===== config.mk =====
export PLATFORM = sky130hd
export DESIGN_NAME = queue_tx_framer_flat
export DESIGN_NICKNAME = d
export VERILOG_FILES = /design/src/rtl/queue_tx_framer_if.sv /design/src/rtl/queue_tx_framer.sv /design/src/flat_wrapper.sv
export SDC_FILE = /design/constraint.sdc
export NUM_CORES = 1
export LEC_CHECK = 0
export ABC_CLOCK_PERIOD_IN_PS = 3800
export CORE_ASPECT_RATIO = 0.8
export CORE_MARGIN = 5
export CORE_UTILIZATION = 51
export DETAILED_ROUTE_END_ITERATION = 12
export PLACE_DENSITY = 0.83
export SLEW_MARGIN = 20
export SYNTH_ARGS = -nofsm -noshare
export SYNTH_HDL_FRONTEND = slang
export SYNTH_SLANG_ARGS = --single-unit

===== constraint.sdc =====
create_clock -name clk -period 3.8 [get_ports clk]
set_input_delay 0.57 -clock clk [delete_from_list [all_inputs] [get_ports clk]]
set_output_delay 0.57 -clock clk [all_outputs]
set_load 0.01 [all_outputs]

===== src/rtl/queue_tx_framer_if.sv =====
// Queue-side and MAC-side signal bundle for queue_tx_framer.
// master = framer side, slave = queue/MAC side.
interface queue_tx_framer_if #(
  parameter int DATA_WIDTH = 8
);
  logic [DATA_WIDTH:0]   q_dout;
  logic                  q_empty;
  logic                  q_rd_en;
  logic [DATA_WIDTH-1:0] m_tdata;
  logic                  m_tvalid;
  logic                  m_tlast;
  logic                  m_tready;

  // Stream handshake: a beat transfers on each clk edge where m_tvalid & m_tready;
  // while m_tvalid & !m_tready the source holds m_tdata/m_tlast stable and may not drop m_tvalid.
  modport master (
    input  q_dout, q_empty, m_tready,
    output q_rd_en, m_tdata, m_tvalid, m_tlast
  );

  modport slave (
    output q_dout, q_empty, m_tready,
    input  q_rd_en, m_tdata, m_tvalid, m_tlast
  );
endinterface


===== src/rtl/queue_tx_framer.sv =====
// Pops {last,data} words from a FWFT byte queue onto a registered stream, enforcing an inter-frame gap.
// Optional minimum-length zero padding is enabled by defining QUEUE_TX_PAD_EN.
module queue_tx_framer #(
  parameter int DATA_WIDTH = 8,
  parameter int IFG_CYCLES = 12,
  parameter int MIN_FRAME  = 60,
  parameter int CNT_WIDTH  = 16
) (
  input  logic                 clk,
  input  logic                 rst_n,
  input  logic                 en,
  queue_tx_framer_if.master    bus,
  output logic                 busy,
  output logic                 underrun,
  output logic [CNT_WIDTH-1:0] frame_cnt,
  output logic [1:0]           fsm_state
);

  typedef enum logic [1:0] {
    IDLE = 2'd0,
    XFER = 2'd1,
    GAP  = 2'd2
`ifdef QUEUE_TX_PAD_EN
    ,
    PAD  = 2'd3
`endif
  } state_t;

  localparam logic [7:0] GAP_LAST = 8'(IFG_CYCLES - 1);
`ifdef QUEUE_TX_PAD_EN
  localparam logic [CNT_WIDTH-1:0] MIN_CNT = CNT_WIDTH'(MIN_FRAME);
`endif

  state_t                 state, state_nxt;
  logic [DATA_WIDTH-1:0]  tdata_r, load_data;
  logic                   tvalid_r, tlast_r, underrun_r, load_last;
  logic [CNT_WIDTH-1:0]   byte_cnt, byte_cnt_nxt, byte_cnt_inc, pop_cnt, frame_cnt_r;
  logic [7:0]             gap_cnt;
  logic                   ofree, word_last, gap_done, start, pop, load, handshake_last;

  assign ofree          = !tvalid_r | bus.m_tready;
  assign word_last      = bus.q_dout[DATA_WIDTH];
  assign handshake_last = tvalid_r & bus.m_tready & tlast_r;
  // The final gap cycle doubles as the IDLE decision so the gap is exactly IFG_CYCLES long.
  assign gap_done       = (state == GAP) & !tvalid_r & (gap_cnt == GAP_LAST);
  assign start          = rst_n & ofree & en & !bus.q_empty & ((state == IDLE) | gap_done);
  assign pop            = start | ((state == XFER) & ofree & !bus.q_empty);
  assign byte_cnt_inc   = (&byte_cnt) ? byte_cnt : byte_cnt + 1'b1;
  assign pop_cnt        = start ? CNT_WIDTH'(1) : byte_cnt_inc;

  always_comb begin
    state_nxt    = state;
    load         = 1'b0;
    load_data    = bus.q_dout[DATA_WIDTH-1:0];
    load_last    = word_last;
    byte_cnt_nxt = byte_cnt;
    if (pop) begin
      load         = 1'b1;
      byte_cnt_nxt = pop_cnt;
    end
    case (state)
      IDLE, GAP: begin
        if (start)         state_nxt = word_last ? GAP : XFER;
        else if (gap_done) state_nxt = IDLE;
      end
      XFER: begin
        if (pop && word_last) state_nxt = GAP;
      end
`ifdef QUEUE_TX_PAD_EN
      PAD: begin
        if (ofree) begin
          load         = 1'b1;
          load_data    = '0;
          byte_cnt_nxt = byte_cnt_inc;
          load_last    = (byte_cnt_inc == MIN_CNT);
          if (load_last) state_nxt = GAP;
        end
      end
`endif
      default: state_nxt = IDLE;
    endcase
`ifdef QUEUE_TX_PAD_EN
    // A short frame's real last word goes out as an ordinary beat; PAD supplies the tlast.
    if (pop && word_last && (pop_cnt < MIN_CNT)) begin
      load_last = 1'b0;
      state_nxt = PAD;
    end
`endif
  end

  always_ff @(posedge clk or negedge rst_n) begin
    if (!rst_n) state <= IDLE;
    else        state <= state_nxt;
  end

  always_ff @(posedge clk or negedge rst_n) begin
    if (!rst_n) begin
      tdata_r     <= '0;
      tvalid_r    <= 1'b0;
      tlast_r     <= 1'b0;
      underrun_r  <= 1'b0;
      frame_cnt_r <= '0;
      byte_cnt    <= '0;
      gap_cnt     <= '0;
    end else begin
      byte_cnt <= byte_cnt_nxt;
      if (load) begin
        tdata_r  <= load_data;
        tvalid_r <= 1'b1;
        tlast_r  <= load_last;
      end else if (ofree) begin
        tvalid_r <= 1'b0;
      end
      underrun_r <= (state == XFER) & ofree & bus.q_empty;
      // gap_cnt only advances once the tlast beat has left the output register.
      if (handshake_last) begin
        gap_cnt     <= '0;
        frame_cnt_r <= frame_cnt_r + 1'b1;
      end else if ((state == GAP) && !tvalid_r) begin
        gap_cnt <= gap_cnt + 8'd1;
      end
    end
  end

  assign bus.q_rd_en  = pop;
  assign bus.m_tdata  = tdata_r;
  assign bus.m_tvalid = tvalid_r;
  assign bus.m_tlast  = tlast_r;
  assign busy         = (state != IDLE);
  assign underrun     = underrun_r;
  assign frame_cnt    = frame_cnt_r;
  assign fsm_state    = state;

endmodule

===== src/flat_wrapper.sv =====
// flat-port wrapper written by rule: the top's interface ports become plain ports
module queue_tx_framer_flat 
#(
  parameter int DATA_WIDTH = 8,
  parameter int IFG_CYCLES = 12,
  parameter int MIN_FRAME  = 60,
  parameter int CNT_WIDTH  = 16
)
  (clk, rst_n, en, busy, underrun, frame_cnt, fsm_state, bus_q_dout, bus_q_empty, bus_m_tready, bus_q_rd_en, bus_m_tdata, bus_m_tvalid, bus_m_tlast);
  queue_tx_framer_if #(.DATA_WIDTH(DATA_WIDTH)) bus_i ();
  input  logic clk;
  input  logic rst_n;
  input  logic en;
  output logic busy;
  output logic underrun;
  output logic [CNT_WIDTH-1:0] frame_cnt;
  output logic [1:0] fsm_state;
  input wire logic [$bits(bus_i.q_dout)-1:0] bus_q_dout;
  input wire logic [$bits(bus_i.q_empty)-1:0] bus_q_empty;
  input wire logic [$bits(bus_i.m_tready)-1:0] bus_m_tready;
  output wire logic [$bits(bus_i.q_rd_en)-1:0] bus_q_rd_en;
  output wire logic [$bits(bus_i.m_tdata)-1:0] bus_m_tdata;
  output wire logic [$bits(bus_i.m_tvalid)-1:0] bus_m_tvalid;
  output wire logic [$bits(bus_i.m_tlast)-1:0] bus_m_tlast;
  assign bus_i.q_dout = bus_q_dout;
  assign bus_i.q_empty = bus_q_empty;
  assign bus_i.m_tready = bus_m_tready;
  assign bus_q_rd_en = bus_i.q_rd_en;
  assign bus_m_tdata = bus_i.m_tdata;
  assign bus_m_tvalid = bus_i.m_tvalid;
  assign bus_m_tlast = bus_i.m_tlast;
  queue_tx_framer #(.DATA_WIDTH(DATA_WIDTH), .IFG_CYCLES(IFG_CYCLES), .MIN_FRAME(MIN_FRAME), .CNT_WIDTH(CNT_WIDTH)) u_core (.clk(clk), .rst_n(rst_n), .en(en), .bus(bus_i), .busy(busy), .underrun(underrun), .frame_cnt(frame_cnt), .fsm_state(fsm_state));
endmodule

# == After elaboration in Yosys (flattened, before gate mapping) ==
# Index checks and enable logic that the tools add are counted.
# Widths: inputs -> output; s select.
# op_classes
addsub,2
eq_ne,5
n_mux,10
bitwise_logic,14
n_reduce_logical,10
# op_table
op,count
$add 16x1->16 const B,1
$mux 8,2
$and 1x1->1,11
$add 8x1->8 const B,1
$eq 8x4->1 const B,1
$mux 2,4
$reduce_bool 2->1,3
$pmux 2 s2,1
$mux 1,3
$ne 3x1->1 const B,1
$or 1x1->1,3
$eq 2x1->1 const B,1
$eq 2x2->1 const B,1
$logic_and 1x1->1,2
$logic_not 1->1,2
$logic_not 2->1,1
$ne 2x2->1 const B,1
$reduce_and 2->1,1
$reduce_or 2->1,1
# totals
ff_bits,37
inputBits,14
output_inout_bits,31
word_cells,48

# == Logic depth before layout (Yosys ltp) ==
# logic_depth
depth_word,10
ltp_mapped,6
depth_no_buf,5

# == Least setup slack after synthesis ==
# Ideal clock, no wire load.
# synth_path
kind,reg2out
from,reg u_core.gap_cnt[4]
to,out bus_q_rd_en
t_arrival_ns,1.438
required_ns,3.230
slack_ns,1.792
path_stages_with_launch,6
n_path_buf,1
cell_sequence,dfrtp_1 > or4b_1 > nor3_1 > o21ai_1 > buf_6 > inv_1
# synth_between
elab_chain_cells,5
# synth_rtl
item,line,text
"start, declared",queue_tx_framer.sv:38,logic [7:0] gap_cnt;
"start signal, assigned",queue_tx_framer.sv:120,gap_cnt <= gap_cnt + 8'd1;
$eq 8x4->1,queue_tx_framer.sv:45,assign gap_done = (state == GAP) & !tvalid_r & (gap_cnt == GAP_LAST);
$and 1x1->1,queue_tx_framer.sv:45,
$or 1x1->1,queue_tx_framer.sv:46,assign start = rst_n & ofree & en & !bus.q_empty & ((state == IDLE) | gap_done);
$and 1x1->1,queue_tx_framer.sv:46,
$or 1x1->1,queue_tx_framer.sv:47,assign pop = start | ((state == XFER) & ofree & !bus.q_empty);
"end, declared",flat_wrapper.sv:21,output wire logic [$bits(bus_i.q_rd_en)-1:0] bus_q_rd_en;
# Every way passes these cells.

# == Final worst setup path ==
# Same ends and word-level chain as after synthesis.

==> results.json <==
{
  "grt_start_max_net_pins": 25,
  "vias": 1275,
  "netlist_instances": 144,
  "cts-root-buf": "clkbuf_8",
  "ys_warn_count": 0,
  "power-per-cell-area_nw_per_um2": 611,
  "place_congestion": 0.754,
  "tritoncts": "yes",
  "groute.usage.overall_pct": 17.1,
  "cap_violations": 0,
  "critical_path.cell_chain": "or4b_1 -> nor3_1 -> o21ai_1 -> buf_4 -> inv_1 -> clkdlybuf4s50_1",
  "setup-tns-final_ns": 0,
  "critical-path-max-stage-delay_ns": 0.57,
  "synth_enable_flop_cells": 0,
  "synthDominantAreaCellType": "dfrtp_1",
  "number_of_placement_rows": 18,
  "cts-resized-gates": 0,
  "firstDrtPassIters": 5,
  "number_of_nets_in_the_synthesized_netlist": 160,
  "finalHoldViolCount": 0,
  "post_drt_via_cell_ratio": 5.45,
  "synthTopCellsByCount": "dfrtp_1, xnor2_1, nor2_1",
  "critPathBufInv": 3,
  "grt_pass1_wl_mm": 5.90,
  "drive_above_1_share_pct": 12.9,
  "die_height_um": 61.6,
  "critical-path-slowest-cell": "or4b_1",
  "fp.dieW_um": 74.5,
  "avgRoutedWirePerCell_um": 15.3,
  "hold_class": "input pin to asynchronous set/reset pin",
  "cts.reportedPaths.clkPinSlew_ns": 0.07,
  "overflow": 0,
  "slew_viol_final": 0,
  "number_of_input_and_output_port_buffers_inserted": 44,
  "crit_path_end_kind": "output port",
  "finalClockSkew_ns": 0.00794,
  "clock_sinks": 37,
  "syn_avg_cell_area_um2": 11.8,
  "path_delay_family": "buffers and inverters",
  "floorplan.initialDensity_pct": 53.8,
  "final_core_utilization_pct": 72.7,
  "yosysSeqAreaShare_pct": 54.5,
  "path_max_fanout": 12,
  "antenna_cells_inserted": 0,
  "grt_antenna_before_repair": 0,
  "place.detailed.instances": 226,
  "clock_buffers_created_by_tritoncts": 5,
  "drt-initial-drc-count": 69,
  "design.final.nets": 209,
  "antenna_violating_nets_post_route": 0,
  "pin_count": 45,
  "design.core.area_um2": 3150,
  "worst-slew-pin-transition_ns": 0.502,
  "worst-endpoint-arrival_ns": 2.31,
  "holdBufCountCts": 0,
  "ys.flop_type": "dfrtp_1",
  "wirelength_mm": 3.59,
  "cts_max_path_buffers": 2,
  "leakage_nw": 1.01,
  "detail_placement_hpwl_mm": 2.59,
  "synth.top_cells.by_area": "dfrtp_1, xnor2_1, mux2_4",
  "number_of_global_route_vias_before_repair": 1270,
  "period_minus_slack_ns": 2.88,
  "cts_setup_buffers": 0,
  "critical_path_required_ns": 3.23,
  "netlist_area_um2": 1700,
  "stdcell_count": 234,
  "post-synth-top-area-fraction_pct": 54.5,
  "critical_setup_path_class": "flop to output port",
  "irDropWorstVdd_mv": 0.556,
  "synthMostInstantiatedCell": "dfrtp_1",
  "slew-limit-headroom_pct": 66.1,
  "cts.htree.levels": 2,
  "finalSetupViolCount": 0,
  "timing.fmax_mhz": 347,
  "postSynthRegisterBits": 37,
  "design.die.area_um2": 4590,
  "async_reset_ff_share_pct": 100,
  "final_cycle_utilization_of_the_critical_path_pct": 75.9,
  "clock_latency_ns": 0.29,
  "synth.distinct_cells": 34,
  "run_status": "finished, final reports clean",
  "startpoint_type": "flop",
  "syn_to_final_growth_pct": 35.0,
  "drcViolationCount": 0,
  "rsz_0062_raised_after_global_routing": "false"
}
worst register-to-register path: stages, from the launching register on:
cell     delay (ns)
dfrtp_1        0.43
or4b_1         0.57
nor3_1         0.16
o21ai_1        0.08
buf_4          0.20
mux2_4         0.31
through the flow:
step | setup WS, ns | hold WS [ns] | total power (W) | instance area (µm²)
after floorplan | 1.79 | 0.274 | 0.000834 | 1700
after detailed placement | 0.978 | 0.468 | 0.00106 | 2180
after global routing | 0.807 | 0.202 | 0.00148 | 2290
after global placement | 0.990 | 0.459 | 0.00103 | 2180
final | 0.915 | 0.187 | 0.00140 | 2290
after CTS | 0.914 | 0.195 | 0.00141 | 2290
final timing paths:
kind                                           start               endpoint  slack, ns  cells after the start
worst max-delay path               u_core.gap_cnt[4]            bus_q_rd_en       0.92                      6
worst min-delay path                           rst_n    u_core.frame_cnt[3]       0.19                      1
worst max register to register     u_core.gap_cnt[4]  u_core.bus.m_tdata[0]       1.94                      5
worst min register to register  u_core.frame_cnt[15]   u_core.frame_cnt[15]       0.47                      1
max in group asynchronous                      rst_n  u_core.bus.m_tdata[1]       2.97                      2
min in group clk                u_core.frame_cnt[15]   u_core.frame_cnt[15]       0.47                      1
area by class of cell:
cell class	instances	area (µm²)
multi-input combinational	100	738
sequential	37	926
inverter	3	11.3
tap	40	50.0
clock buffer	7	86.3
fill	216	861
timing repair buffer	46	450
clock inverter	1	30.0
cells in the final DEF, fill, tap and decap left out, types with 2 or more instances in the layout:
| cell | Yosys | final |
|---|---|---|
| clkdlybuf4s50_1 | 0 | 43 |
| dfrtp_1 | 37 | 37 |
| xnor2_1 | 14 | 14 |
| nor2_1 | 11 | 11 |
| nand3_1 | 9 | 9 |
| nand4_1 | 8 | 8 |
| nor3_1 | 7 | 7 |
| mux2_4 | 7 | 7 |
| xor2_1 | 6 | 6 |
| clkbuf_8 | 0 | 6 |
| nand2_1 | 5 | 5 |
| o21ai_0 | 4 | 4 |
| inv_1 | 3 | 3 |
| and3_1 | 3 | 3 |
| mux2_2 | 3 | 3 |
| a21oi_1 | 2 | 2 |
| nand4bb_1 | 2 | 2 |
| and2_1 | 2 | 2 |
| ha_1 | 2 | 2 |
| buf_4 | 0 | 2 |
sequential cells by signal (all words and copies together) (netlist names):
signal,flops
u_core.bus.m_tdata,8
u_core.bus.m_tlast,1
u_core.bus.m_tvalid,1
u_core.frame_cnt,16
u_core.fsm_state,2
u_core.gap_cnt,8
u_core.underrun,1
per-layer routing:
metal / wire [µm] / GRT usage [%]
met1: 1650 / 22.6
met2: 1650 / 26.5
met5: 0 / 0
met4: 32 / 5.08
met3: 250 / 6.36
power breakdown:
part,internal [W],switching (W)
Sequential,0.000501,0.000109
Combinational,0.000273,0.000169
Clock,0.000214,0.000136
cells by family (layout without fill, tap and decap cells):
family | after synthesis | in the layout | synth area share (%)
xor+xnor | 20 | 20 | 10.3
fa+ha+maj | 2 | 2 | 1.47
buf+inv | 7 | 57 | 1.99
flops | 37 | 37 | 54.5
simple gates | 58 | 58 | 19.5
compound gates | 10 | 10 | 3.98
mux | 10 | 10 | 8.18
Power figures use the tool's default switching activity.
